**src/rtl/sonar_scan_ctrl.sv**
```systemverilog
// sonar_scan_ctrl: fires each ultrasonic ranger in turn, times its echo pulse
// in clk cycles and hands the result to the sensor register file as a
// one-cycle indexed write.
// Optional build macro SONAR_SCAN_CTRL_GLITCH_FILTER_EN adds a 3-cycle
// stability filter behind the echo synchronizers (pulses < 3 cycles dropped).
module sonar_scan_ctrl #(
    parameter int NUM_SENSORS    = 7,
    parameter int IDX_W          = 3,
    parameter int TRIG_CYCLES    = 500,
    parameter int TIMEOUT_CYCLES = 1500000,
    parameter int GAP_CYCLES     = 50000,
    parameter int CNT_W          = 24
) (
    input  logic                   clk,
    input  logic                   rst_n,
    input  logic                   enable,
    input  logic [NUM_SENSORS-1:0] echo,
    output logic [NUM_SENSORS-1:0] trig,
    output logic                   result_valid,
    output logic [IDX_W-1:0]       result_idx,
    output logic [31:0]            result_data,
    output logic                   busy
);

    // One shared timer covers the trigger, echo-timeout and gap intervals.
    localparam int TMR_MAX_A = (TRIG_CYCLES > TIMEOUT_CYCLES) ? TRIG_CYCLES : TIMEOUT_CYCLES;
    localparam int TMR_MAX   = (TMR_MAX_A > GAP_CYCLES) ? TMR_MAX_A : GAP_CYCLES;
    localparam int TMR_W     = $clog2(TMR_MAX + 1);

    localparam logic [TMR_W-1:0] TRIG_LAST = TMR_W'(TRIG_CYCLES - 1);
    localparam logic [TMR_W-1:0] TMO_LAST  = TMR_W'(TIMEOUT_CYCLES - 1);
    localparam logic [TMR_W-1:0] GAP_LAST  = TMR_W'(GAP_CYCLES - 1);
    localparam logic [IDX_W-1:0] PTR_LAST  = IDX_W'(NUM_SENSORS - 1);
    localparam logic [CNT_W-1:0] CNT_MAX   = '1;

    typedef enum logic [2:0] {
        S_IDLE, S_TRIG, S_WAIT_RISE, S_MEASURE, S_STORE, S_GAP
    } state_e;

    state_e                 state_q, state_d;
    logic [TMR_W-1:0]       tmr_q, tmr_d;
    logic [CNT_W-1:0]       cnt_q, cnt_d;
    logic [IDX_W-1:0]       ptr_q, ptr_d;

    logic [NUM_SENSORS-1:0] sync1_q, sync1_d, sync2_q, sync2_d;
    logic [NUM_SENSORS-1:0] echo_f;
    logic [NUM_SENSORS-1:0] echo_prev_q, echo_prev_d;
    logic                   echo_cur, echo_rise, timeout_flag;

    logic [NUM_SENSORS-1:0] trig_q, trig_d;
    logic                   result_valid_q, result_valid_d;
    logic [IDX_W-1:0]       result_idx_q, result_idx_d;
    logic [31:0]            result_data_q, result_data_d;
    logic                   busy_q, busy_d;

    // Echo input path: two synchronizer stages plus a one-cycle history for edge detection.
    always_comb begin
        sync1_d     = echo;
        sync2_d     = sync1_q;
        echo_prev_d = echo_f;
    end

    // Synchronizer and echo history registers.
    // NOTE: sequential blocks use non-blocking assignments only, so every flop samples pre-edge values.
    always_ff @(posedge clk or negedge rst_n) begin
        if (!rst_n) begin
            sync1_q     <= '0;
            sync2_q     <= '0;
            echo_prev_q <= '0;
        end else begin
            sync1_q     <= sync1_d;
            sync2_q     <= sync2_d;
            echo_prev_q <= echo_prev_d;
        end
    end

`ifdef SONAR_SCAN_CTRL_GLITCH_FILTER_EN
    logic [NUM_SENSORS-1:0] hist1_q, hist1_d, hist2_q, hist2_d, filt_q, filt_d;

    // Filtered echo follows the synchronized value once it has held for 3 cycles.
    always_comb begin
        hist1_d = sync2_q;
        hist2_d = hist1_q;
        filt_d  = filt_q;
        for (int i = 0; i < NUM_SENSORS; i++) begin
            if (sync2_q[i] == hist1_q[i] && hist1_q[i] == hist2_q[i]) begin
                filt_d[i] = sync2_q[i];
            end
        end
    end

    // Stability filter registers.
    always_ff @(posedge clk or negedge rst_n) begin
        if (!rst_n) begin
            hist1_q <= '0;
            hist2_q <= '0;
            filt_q  <= '0;
        end else begin
            hist1_q <= hist1_d;
            hist2_q <= hist2_d;
            filt_q  <= filt_d;
        end
    end

    assign echo_f = filt_q;
`else
    assign echo_f = sync2_q;
`endif

    // Only the channel under the pointer is ever looked at.
    assign echo_cur  = echo_f[ptr_q];
    assign echo_rise = echo_f[ptr_q] & ~echo_prev_q[ptr_q];

    // State and datapath registers; reset discards any partial measurement.
    always_ff @(posedge clk or negedge rst_n) begin
        if (!rst_n) begin
            state_q <= S_IDLE;
            tmr_q   <= '0;
            cnt_q   <= '0;
            ptr_q   <= '0;
        end else begin
            state_q <= state_d;
            tmr_q   <= tmr_d;
            cnt_q   <= cnt_d;
            ptr_q   <= ptr_d;
        end
    end

    // Next-state and datapath update for the scan sequence.
    // NOTE: every _d starts from its held value so no branch of the case can infer a latch.
    always_comb begin
        state_d = state_q;
        tmr_d   = tmr_q;
        cnt_d   = cnt_q;
        ptr_d   = ptr_q;
        unique case (state_q)
            S_IDLE: begin
                if (enable) begin
                    state_d = S_TRIG;
                    tmr_d   = '0;
                end
            end
            S_TRIG: begin
                if (tmr_q == TRIG_LAST) begin
                    state_d = S_WAIT_RISE;
                    tmr_d   = '0;
                    cnt_d   = '0;
                end else begin
                    tmr_d = tmr_q + 1'b1;
                end
            end
            S_WAIT_RISE: begin
                if (echo_rise) begin
                    state_d = S_MEASURE;
                    cnt_d   = CNT_W'(1);
                end else if (tmr_q == TMO_LAST) begin
                    state_d = S_STORE;
                    cnt_d   = CNT_MAX;
                end else begin
                    tmr_d = tmr_q + 1'b1;
                end
            end
            S_MEASURE: begin
                // A counter already at full scale with echo still high is a saturated reading.
                if (!echo_cur || cnt_q == CNT_MAX) begin
                    state_d = S_STORE;
                end else begin
                    cnt_d = cnt_q + 1'b1;
                end
            end
            S_STORE: begin
                state_d = S_GAP;
                tmr_d   = '0;
                ptr_d   = (ptr_q == PTR_LAST) ? '0 : ptr_q + 1'b1;
            end
            S_GAP: begin
                if (tmr_q == GAP_LAST) begin
                    state_d = enable ? S_TRIG : S_IDLE;
                    tmr_d   = '0;
                end else begin
                    tmr_d = tmr_q + 1'b1;
                end
            end
            default: state_d = S_IDLE;
        endcase
    end

    // Timeout is flagged when STORE is entered from WAIT_RISE or from a still-high MEASURE.
    assign timeout_flag = (state_q == S_WAIT_RISE) || (state_q == S_MEASURE && echo_cur);

    // Output values for the coming cycle, decoded from the next state.
    always_comb begin
        trig_d         = '0;
        result_valid_d = 1'b0;
        result_idx_d   = result_idx_q;
        result_data_d  = result_data_q;
        busy_d         = (state_d != S_IDLE);
        if (state_d == S_TRIG) begin
            trig_d[ptr_q] = 1'b1;
        end
        if (state_d == S_STORE) begin
            result_valid_d = 1'b1;
            result_idx_d   = ptr_q;
            result_data_d  = {timeout_flag, {(31 - CNT_W){1'b0}}, cnt_d};
        end
    end

    // Registered outputs so trig and the result strobe are glitch-free.
    always_ff @(posedge clk or negedge rst_n) begin
        if (!rst_n) begin
            trig_q         <= '0;
            result_valid_q <= 1'b0;
            result_idx_q   <= '0;
            result_data_q  <= '0;
            busy_q         <= 1'b0;
        end else begin
            trig_q         <= trig_d;
            result_valid_q <= result_valid_d;
            result_idx_q   <= result_idx_d;
            result_data_q  <= result_data_d;
            busy_q         <= busy_d;
        end
    end

    assign trig         = trig_q;
    assign result_valid = result_valid_q;
    assign result_idx   = result_idx_q;
    assign result_data  = result_data_q;
    assign busy         = busy_q;

endmodule

```
**config.mk**
```make
export PLATFORM = sky130hd
export DESIGN_NAME = sonar_scan_ctrl
export DESIGN_NICKNAME = d
export VERILOG_FILES = /design/src/rtl/sonar_scan_ctrl.sv
export SDC_FILE = /design/constraint.sdc
export NUM_CORES = 1
export LEC_CHECK = 0
export BUFFER_PORTS_ARGS = -buffer_cell sky130_fd_sc_hd__buf_2
export CAP_MARGIN = 40
export CORE_ASPECT_RATIO = 0.5
export CORE_MARGIN = 1.5
export CORE_UTILIZATION = 40
export DETAILED_ROUTE_END_ITERATION = 6
export GPL_ROUTABILITY_DRIVEN = 1
export GPL_TIMING_DRIVEN = 0
export PLACE_DENSITY = 0.68
export REMOVE_ABC_BUFFERS = 1
export SETUP_SLACK_MARGIN = 0.3
export SYNTH_ARGS = -nofsm -noshare
export SYNTH_HDL_FRONTEND = slang
export SYNTH_SLANG_ARGS = --single-unit
export TNS_END_PERCENT = 50
```
**constraint.sdc**
```tcl
create_clock -name clk -period 7.4 [get_ports clk]
set_clock_uncertainty 0.2 [all_clocks]
set_input_delay 1.48 -clock clk [delete_from_list [all_inputs] [get_ports clk]]
set_output_delay 1.48 -clock clk [all_outputs]
set_load 0.01 [all_outputs]
```
==> flow_summary_export.csv, run 1 <==
group,metric,value,unit
run_status,outcome,"finished, final reports clean",
final_layout,fin_cells,793,
final_layout,fin_area,6325,sq um
synth,yosys.cell_types.count,74,
synth,ys_seq_area_share,48.70,%
flow_run,drv_cap,0,
synth,synth-xor-area-share,0.1564,%
clocking,clockRootBuffer,"clkbuf_16",
drt,viasPerCell,5.865,
worst_setup_path,cp-start-kind,"flop",
clocking,cts.hold.buffers_added,0,
synth,async_reset_ff_share,100.0,%
timing,setup_viol,0,
synth,ys_warn_count,0,
placement,gp_congestion,0.9042,
timing,relSlewSlack,38.33,%
synth,avgSynthCellArea,9.842,sq um
clocking,cts_resized,0,
drt,vias,4651,
drt,drtIter0Drc,355,
synth,synth_edf_count,0,
drt,wl_per_cell,16.75,microns
drt,drc,0,
worst_setup_path,path_max_fanout,27,
clocking,numCtsBuffers,9,
drt,dr.pass1.iters,5,
timing,worst_pin_slew,0.9241,ns
synth,muxShareOfSynthArea,2.971,%
worst_setup_path,crit_arrival,3.84,ns
final_layout,drive_gt1_share,15.14,%
pwr,power.total,0.001162,W
worst_setup_path,crit_type,"flop to flop",
global_route,track_usage,18.64,%
synth,ys_ff_latch,109,
timing,fmax,0.2628,GHz
floorplan,core_area,13630,sq um
drt,postRouteWirelength,13.28,mm
clocking,cts_num_sinks,109,
timing,post-route-min-period,3.805,ns
clocking,clk_latency,0.36,ns
final_layout,diodes,0,
floorplan,start_util,41.10,%
synth,synthSimpleGateAreaFrac,19.33,%
global_route,gr-total-overflow,0,
clocking,htree_levels,3,
placement,dpl.hpwl,9.050,mm
worst_setup_path,critPathCaptureType,"flop",
floorplan,io-pin-count,54,
pwr,power.density,183.7,nW/um^2
synth,netlist_area,5600,sq um
timing,hold_viol,0,
timing,tns,0,ns
floorplan,fp.dieArea,14760,sq um
final_layout,syn_to_final_growth,12.94,%
synth,synth_fa_ha_area_share,0.4468,%
drt,antenna_left,0,
synth,syn_inst,569,
clocking,cts_setup_buffers,0,
placement,dpl-instance-area,6021,sq um
clocking,cts_tree,"yes",
synth,synth_compound_area_share,23.21,%
worst_setup_path,required,7.44,ns
timing,rsz0062_at_grt,"false",
timing,period_share,51.42,%
worst_hold_path,hold_path_class,"flop to flop",
synth,synth_top_family_by_area,"compound AO/OA/AOI/OAI gates",
clocking,clk_pin_slew_worst_paths,0.09,ns
global_route,grt_pass1_vias,4247,
clocking,clock_path_buffers,2,
pwr,vdd_drop_max,0.09092,mV
floorplan,die_w,170.3,microns
synth,ys.flop_type,"dfrtp_1",
placement,portBuffers,46,
final_layout,layout_common_cells,"dfrtp_1, nand2_1, buf_2",
final_layout,layout_commonest_cell,"dfrtp_1",
floorplan,die_y,86.67,microns
global_route,grt_max_degree,61,
pwr,leakagePower,2.694,nW
global_route,grt_pass1_wl,22.07,mm
timing,drv_slew,0,
placement,place_inst,777,
floorplan,num_rows,30,
final_layout,final_util,46.42,%
final_layout,layout.nets,608,
global_route,grt_antenna_before_repair,0,
-- report_power, final --
part | total (W) | leakage [nW] | internal [W] | switching [W]
Combinational | 0.0000415 | 1.13 | 0.0000139 | 0.0000277
Sequential | 0.000623 | 1.41 | 0.000608 | 0.0000146
Clock | 0.000498 | 0.151 | 0.000244 | 0.000254
Total | 0.00116 | 2.69 | 0.000866 | 0.000296
-- metal layers --
layer	vias up	track usage (%)	part of all wire (%)
li1	2209	-	-
met1	2282	26.67	47
met2	151	29.25	46
met3	9	3.607	6.6
met4	0	4.425	0.75
met5	-	0	0
-- registers in the layout, indices dropped and copies added (netlist names), 7 cells and up --
name         flops
result_data     25
cnt_q           24
tmr_q           21
echo_f           7
echo_prev_q      7
sync1_q          7
trig             7
-- final timing paths --
| check | from | to | slack, ns | depth (start not counted) |
|---|---|---|---|---|
| worst max-delay path | ptr_q[0]$_DFFE_PN0N_ | result_idx[2]$_DFFE_PN0N_ | 3.60 | 6 |
| worst min-delay path | sync1_q[6]$_DFF_PN0_ | echo_f[6]$_DFF_PN0_ | 0.15 | 0 |
| worst max register to register | ptr_q[0]$_DFFE_PN0N_ | result_idx[2]$_DFFE_PN0N_ | 3.60 | 6 |
| worst min register to register | sync1_q[6]$_DFF_PN0_ | echo_f[6]$_DFF_PN0_ | 0.15 | 0 |
| max in group asynchronous | rst_n | cnt_q[5]$_DFF_PN0_ | 5.30 | 2 |
| min in group asynchronous | rst_n | ptr_q[0]$_DFFE_PN0N_ | 1.00 | 1 |
-- worst max-delay path, cell delays in order (launching register included) --
cell	delay [ns]
dfrtp_1	0.70
mux2i_1	0.16
a22oi_1	0.47
nor2b_1	0.74
a211o_1	0.67
nand2_4	0.35
mux2_2	0.37
-- cells in the mapped netlist, types with 3 or more instances --
master     count  area share [%]
a221o_1        3            0.54
a21o_1         6            0.80
o21ai_1        4            0.36
buf_2          7            0.63
nand2b_1       7            0.78
o311ai_0       6            0.94
mux2i_1       11             2.0
a211o_1        7             1.1
clkbuf_1      27             1.8
nor2b_1        5            0.56
inv_1         15             1.0
or4_1          4            0.54
a31oi_1        9             1.0
and2_1         6            0.67
dfrtp_1      109              49
nand2_1       47             3.2
or2_2          4            0.45
mux2_2         5             1.0
o21ai_0       17             1.5
nand4_1       22             2.5
nor3_1        10            0.89
a21oi_1       33             2.9
a211oi_1       7            0.94
nand3_1       33             2.9
buf_4         10             1.3
o211ai_1       8             1.1
or3_1          5            0.56
nor4_1         8            0.89
o31a_1         4            0.63
a2111o_1       8             1.6
a2bb2oi_1      6            0.94
a41oi_1        4            0.63
and3_1         5            0.56
o31ai_1       13             1.7
o22a_1        18             2.8
nor2_1        29             1.9
-- through the flow --
step,setup slack [ns],hold WS (ns)
floorplan,3.911,0.1312
finish,3.595,0.1548
CTS,3.638,0.1578
global route,3.313,0.1707
global placement,2.586,0.1329
detailed placement,3.693,0.1386
-- cell families after synthesis --
group / Yosys count
xor+xnor: 1
buf+inv: 62
fa+ha+maj: 2
compound gates: 175
other cells: 1
simple gates: 203
mux: 16
flops: 109
-- layout make-up --
class	instances	area (sq um)
Clock buffer	9	225.2
Fill cell	1284	7301
Inverter	16	60.06
Tap cell	192	240.2
Timing Repair Buffer	56	371.6
Clock inverter	7	78.83
Multi-Input combinational cell	404	2621
Sequential cell	109	2728
(Power assumes the default switching activity.)
==> run 2: changes to the inputs <==
Settings changed: ABC_AREA from default to 1, PLACE_DENSITY 0.68 to 0.67.
Clock period 7.4 ns to 3.87 ns, I/O delays scaled along.
==> flow_summary_export.csv, run 2 <==
group,metric,value,unit
timing,drv_slew,0,
synth,yosys.cell_types.count,39,
pwr,power.net_switching,0.0005619,W
worst_hold_path,hold_path_class,"flop to flop",
pwr,p_int,0.001643,W
synth,ys_ff_latch,109,
worst_setup_path,cpMostUsedCell,"nand2_4",
timing,fmax,0.3138,GHz
clocking,cts_resized,0,
placement,dpl.hpwl,11.85,mm
worst_setup_path,r2r-start,"cnt_q[0]$_DFF_PN0_",
worst_setup_path,cpMaxStageDelayCell,"dfrtp_1",
worst_setup_path,cp-endpoint,"result_idx[2]$_DFFE_PN0N_",
worst_setup_path,critPathCaptureType,"flop",
pwr,p_seq_share,52.3,%
worst_setup_path,critPathMaxStageDelay,0.59,ns
clocking,cts_tree,"yes",
final_layout,syn_to_final_growth,9.623,%
synth,yosys.area.top_type_share,41.05,%
floorplan,fp.dieArea,17440,sq um
synth,netlist_area,6644,sq um
timing,relSlewSlack,39.71,%
timing,setup_viol,0,
synth,async_reset_ff_share,100.0,%
clocking,clockRootBuffer,"clkbuf_16",
pwr,power.total,0.002205,W
synth,yosys-top-cells-count,"nand2_1, nand3_1, dfrtp_1, nor2_1, inv_1",
floorplan,core_area,16310,sq um
timing,rsz0062_at_grt,"false",
clocking,cts.hold.buffers_added,0,
global_route,gr-total-overflow,0,
timing,worst_pin_slew,0.9022,ns
global_route,grt_pass1_vias,5638,
worst_setup_path,r2r_cells,12,
synth,synthTopCellsByArea,"dfrtp_1, nand2_1, nand3_1",
drt,antenna_left,0,
final_layout,layout.nets,990,
floorplan,num_rows,33,
synth,synth_edf_count,0,
synth,ys_warn_count,0,
worst_setup_path,crit_cells,12,
clocking,clk_latency,0.36,ns
final_layout,final_util,44.66,%
drt,drc,0,
placement,dpl-instance-area,6957,sq um
global_route,track_usage,20.04,%
floorplan,die_y,94.13,microns
final_layout,layout_common_cells,"nand2_1, nand3_1, dfrtp_1",
worst_setup_path,cp-start-kind,"flop",
timing,whs,0.1541,ns
drt,postRouteWirelength,16.60,mm
timing,hold_viol,0,
timing,post-route-min-period,3.186,ns
pwr,switching_share,25.49,%
flow_run,drv_cap,0,
global_route,grt_max_degree,60,
clocking,clock_path_buffers,2,
worst_setup_path,required,3.91,ns
synth,synth_area_leader_cell,"dfrtp_1",
synth,synth_most_common_cell,"nand2_1",
pwr,leakagePower,3.769,nW
pwr,vdd_drop_max,0.1937,mV
worst_setup_path,cpLargestDelayFamily,"simple AND/OR/NAND/NOR gates",
worst_setup_path,timing.rr.end,"result_idx[2]$_DFFE_PN0N_",
final_layout,layout_commonest_cell,"nand2_1",
worst_setup_path,rrSetupSlack,0.68,ns
worst_setup_path,worstPathCellList,"ha_1 > inv_2 > nor2_4 > nand2_2 > nor2_2 > nand3_2 > nand2_4 > nand2_4 > nand2_8 > inv_4 > nand2_1 > o21ai_2",
synth,syn_inst,955,
pwr,clock_power_share,44.8,%
pwr,pwr-share-comb,2.9,%
synth,ys.flop_type,"dfrtp_1",
clocking,cts_num_sinks,109,
final_layout,fin_area,7283,sq um
drt,dr.pass1.iters,5,
final_layout,largest_reg_flops,25,
timing,tns,0,ns
final_layout,diodes,0,
clocking,htree_levels,3,
global_route,grt_pass1_wl,27.73,mm
run_status,outcome,"finished, final reports clean",
drt,drtIter0Drc,506,
clocking,cts_setup_buffers,0,
final_layout,fillers,1684,
clocking,clk_pin_slew_worst_paths,0.09,ns
worst_setup_path,crit_type,"flop to flop",
synth,ys_seq_area_share,41.05,%
floorplan,die_w,185.3,microns
clocking,numCtsBuffers,9,
worst_setup_path,crit_arrival,3.23,ns
worst_setup_path,worstSetupStartpoint,"cnt_q[0]$_DFF_PN0_",
floorplan,start_util,40.74,%
timing,period_share,82.34,%
final_layout,drive_gt1_share,10.68,%
pwr,power.density,302.7,nW/um^2
drt,vias,6069,
placement,gp_congestion,0.9242,
placement,portBuffers,46,
floorplan,io-pin-count,54,
drt,viasPerCell,5.016,
drt,wl_per_cell,13.72,microns
synth,avgSynthCellArea,6.957,sq um
global_route,grt_antenna_before_repair,0,
worst_setup_path,cp_num_buf_inv,2,
worst_setup_path,path_max_fanout,31,
run 2: power by group through the flow:
| stage | logic [W] | registers (W) | clock network [W] |
|---|---|---|---|
| 5_1_grt | 0.0000744 | 0.00115 | 0.00106 |
| 2_1_floorplan | 0.0000272 | 0.00117 | 0 |
| 6_report | 0.0000637 | 0.00115 | 0.000989 |
| 3_3_place_gp | 0.0000607 | 0.00117 | 0 |
| 3_5_place_dp | 0.0000653 | 0.00118 | 0 |
| 4_1_cts | 0.0000655 | 0.00115 | 0.00101 |
run 2: through the flow:
step / cells / setup WS [ns]
final: 1210 / 0.6836
after global routing: 1210 / 0.4435
after floorplan: 918 / 1.098
after detailed placement: 1194 / 0.7311
after global placement: 1191 / -0.3942
after CTS: 1210 / 0.7256
run 2: area by class of cell:
cell class	instances	area [sq um]	area share (%)
multi-input cells	720	3323	45.63
inverters	89	339.1	4.656
well taps	227	284.0	3.900
flip-flops and latches	109	2728	37.45
clock buffers	9	225.2	3.092
clock inverters	7	101.3	1.392
repair buffers	49	282.8	3.882
run 2: routing by layer:
layer | share of wire [%] | up-vias | global-route usage, %
met2 | 43 | 152 | 31.52
li1 | - | 3096 | -
met1 | 51 | 2803 | 28.41
met4 | 1.2 | 0 | 5.285
met3 | 4.3 | 18 | 3.411
met5 | 0 | - | 0
run 2: worst min path at each step:
stage | from | to | slack [ns] | depth (start not counted)
after floorplan | sync1_q[0]$_DFF_PN0_ | echo_f[0]$_DFF_PN0_ | 0.13 | 0
after global placement | sync1_q[3]$_DFF_PN0_ | echo_f[3]$_DFF_PN0_ | 0.13 | 0
after detailed placement | sync1_q[1]$_DFF_PN0_ | echo_f[1]$_DFF_PN0_ | 0.14 | 0
after CTS | sync1_q[1]$_DFF_PN0_ | echo_f[1]$_DFF_PN0_ | 0.16 | 0
after global routing | sync1_q[0]$_DFF_PN0_ | echo_f[0]$_DFF_PN0_ | 0.16 | 0
final | sync1_q[1]$_DFF_PN0_ | echo_f[1]$_DFF_PN0_ | 0.15 | 0
run 2: worst reg2reg max path: stages, from the launching register on:
cell     delay (ns)
dfrtp_1        0.59
ha_1           0.43
inv_2          0.08
nor2_4         0.23
nand2_2        0.11
nor2_2         0.10
nand3_2        0.24
nand2_4        0.36
nand2_4        0.12
nand2_8        0.23
inv_4          0.21
nand2_1        0.13
o21ai_2        0.05
run 2: logic make-up (layout without fill, tap and decap cells):
family	Yosys count	count (layout)	synth area share [%]
flops	109	109	41.05
other cells	1	7	0.05644
compound gates	53	53	4.652
xor+xnor	16	16	2.109
simple gates	642	642	42.26
buf+inv	132	154	9.491
fa+ha+maj	2	2	0.3766
==> run 3: changes to the inputs <==
Clock period 3.87 ns to 3.2 ns, I/O delays scaled along.
==> flow_summary_export.csv, run 3 (synthesis results as in run 2) <==
group,metric,value,unit
run_status,outcome,"finished, final reports clean",
drt,wl_per_cell,13.96,microns
final_layout,layout.nets,991,
clocking,cts_num_sinks,109,
drt,postRouteWirelength,16.90,mm
floorplan,core_area,16310,sq um
timing,setup_viol,0,
clocking,cts.hold.buffers_added,0,
clocking,htree_levels,3,
timing,tns,0,ns
placement,place_ws,0.06115,ns
global_route,grt_antenna_before_repair,0,
worst_hold_path,hold_path_class,"primary input to async pin",
worst_setup_path,crit_type,"flop to flop",
pwr,leakagePower,3.767,nW
timing,rsz0062_at_grt,"false",
floorplan,io-pin-count,54,
drt,drc,0,
placement,gp_congestion,0.9242,
pwr,power.density,363.9,nW/um^2
timing,hold_viol,0,
final_layout,diodes,0,
worst_setup_path,crit_arrival,2.70,ns
worst_setup_path,required,3.25,ns
final_layout,final_util,44.95,%
drt,vias,6081,
floorplan,fp.dieArea,17440,sq um
clocking,clk_pin_slew_worst_paths,0.09,ns
timing,fmax,0.3769,GHz
clocking,clk_latency,0.36,ns
timing,finalWorstSetupSlack,0.5469,ns
global_route,gr-total-overflow,0,
timing,whs,0.1300,ns
floorplan,die_y,94.13,microns
clocking,clock_path_buffers,2,
final_layout,largest_reg_flops,25,
floorplan,start_util,40.74,%
floorplan,die_w,185.3,microns
clocking,cts_tree,"yes",
timing,worst_pin_slew,1.003,ns
placement,dpl.hpwl,11.85,mm
drt,drtIter0Drc,512,
drt,met2RoutedLength,7.332,mm
clocking,numCtsBuffers,9,
drt,dr.pass1.iters,5,
worst_setup_path,r2r_cells,12,
drt,antenna_left,0,
global_route,grt_pass1_vias,5639,
clocking,clockRootBuffer,"clkbuf_16",
timing,relSlewSlack,33.04,%
final_layout,drive_gt1_share,11.28,%
drt,top_layer_used,"met4",
drt,met1_length,8.486,mm
timing,drv_slew,0,
global_route,grt_max_degree,60,
clocking,cts_setup_buffers,0,
drt,wl_met3,920,microns
global_route,track_usage,20.05,%
final_layout,layout_commonest_cell,"nand2_1",
pwr,vdd_drop_max,0.2367,mV
final_layout,syn_to_final_growth,10.34,%
worst_setup_path,path_max_fanout,31,
final_layout,fillers,1684,
worst_setup_path,cp-start-kind,"flop",
floorplan,num_rows,33,
worst_setup_path,critPathCaptureType,"flop",
final_layout,layout_common_cells,"nand2_1, nand3_1, dfrtp_1",
timing,post-route-min-period,2.653,ns
pwr,power.total,0.002668,W
global_route,grt_pass1_wl,27.74,mm
timing,period_share,82.91,%
placement,portBuffers,46,
drt,viasPerCell,5.021,
flow_run,drv_cap,0,
==> run 3: changes by cell type in the layout (fill, tap and decap cells not counted), sizes merged <==
cell	before	now
nor2	93	94
==> run 3: stage by stage <==
| step | cells | instance area, sq um |
|---|---|---|
| global route | 1211 | 7331 |
| CTS | 1210 | 7296 |
| detailed placement | 1194 | 6957 |
| finish | 1211 | 7331 |
| floorplan | 918 | 6375 |
| global placement | 1191 | 6889 |
==> run 3: final cells by class <==
class,instances,area (sq um),share of cell area [%]
clock buffer,9,225.2,3.072
multi-input combinational,721,3366,45.91
inverter,89,341.6,4.660
timing repair buffer,49,282.8,3.857
sequential,109,2730,37.24
clock inverter,7,101.3,1.382
tap,227,284.0,3.874
==> run 3: metal layers <==
| layer | GRT usage (%) | vias up |
|---|---|---|
| li1 | - | 3103 |
| met2 | 31.52 | 156 |
| met1 | 28.43 | 2807 |
| met5 | 0 | - |
| met3 | 3.411 | 15 |
| met4 | 5.285 | 0 |
==> run 3: worst paths after layout <==
| kind | from | to | slack, ns |
|---|---|---|---|
| max | cnt_q[0]$_DFF_PN0_ | result_idx[2]$_DFFE_PN0N_ | 0.55 |
| min | rst_n | tmr_q[1]$_DFFE_PN0P_ | 0.13 |
| max reg2reg | cnt_q[0]$_DFF_PN0_ | result_idx[2]$_DFFE_PN0N_ | 0.55 |
| min reg2reg | sync1_q[5]$_DFF_PN0_ | echo_f[5]$_DFF_PN0_ | 0.15 |
| max in group asynchronous | rst_n | ptr_q[0]$_DFFE_PN0N_ | 1.93 |
| min in group clk | sync1_q[5]$_DFF_PN0_ | echo_f[5]$_DFF_PN0_ | 0.15 |
==> run 3: timing repair <==
action,CTS,global route
pin swaps,1,1
gates cloned,0,1
endpoints found under the setup margin,35,53
gates resized for setup,3,6
hold endpoints to repair,0,0
==> run 3: where the power goes <==
group          leakage, nW   total, W  internal (W)  switching (W)
clock network        0.157    0.00120      0.000579       0.000618
logic                 2.20  0.0000777     0.0000188      0.0000589
registers             1.41    0.00139       0.00139     0.00000422
total                 3.77    0.00267       0.00199       0.000681
==> run 3: worst max-delay path, cell delays in order, from the launching register on <==
cell and delay, ns:
dfrtp_2 0.51, ha_4 0.24, inv_2 0.06, nor2_4 0.21, nand2_2 0.10, nor2_2 0.13, nand3_4 0.19, nand2_8 0.22
nand2_4 0.09, nand2_8 0.23, inv_6 0.16, nand2_1 0.11, o21ai_2 0.05
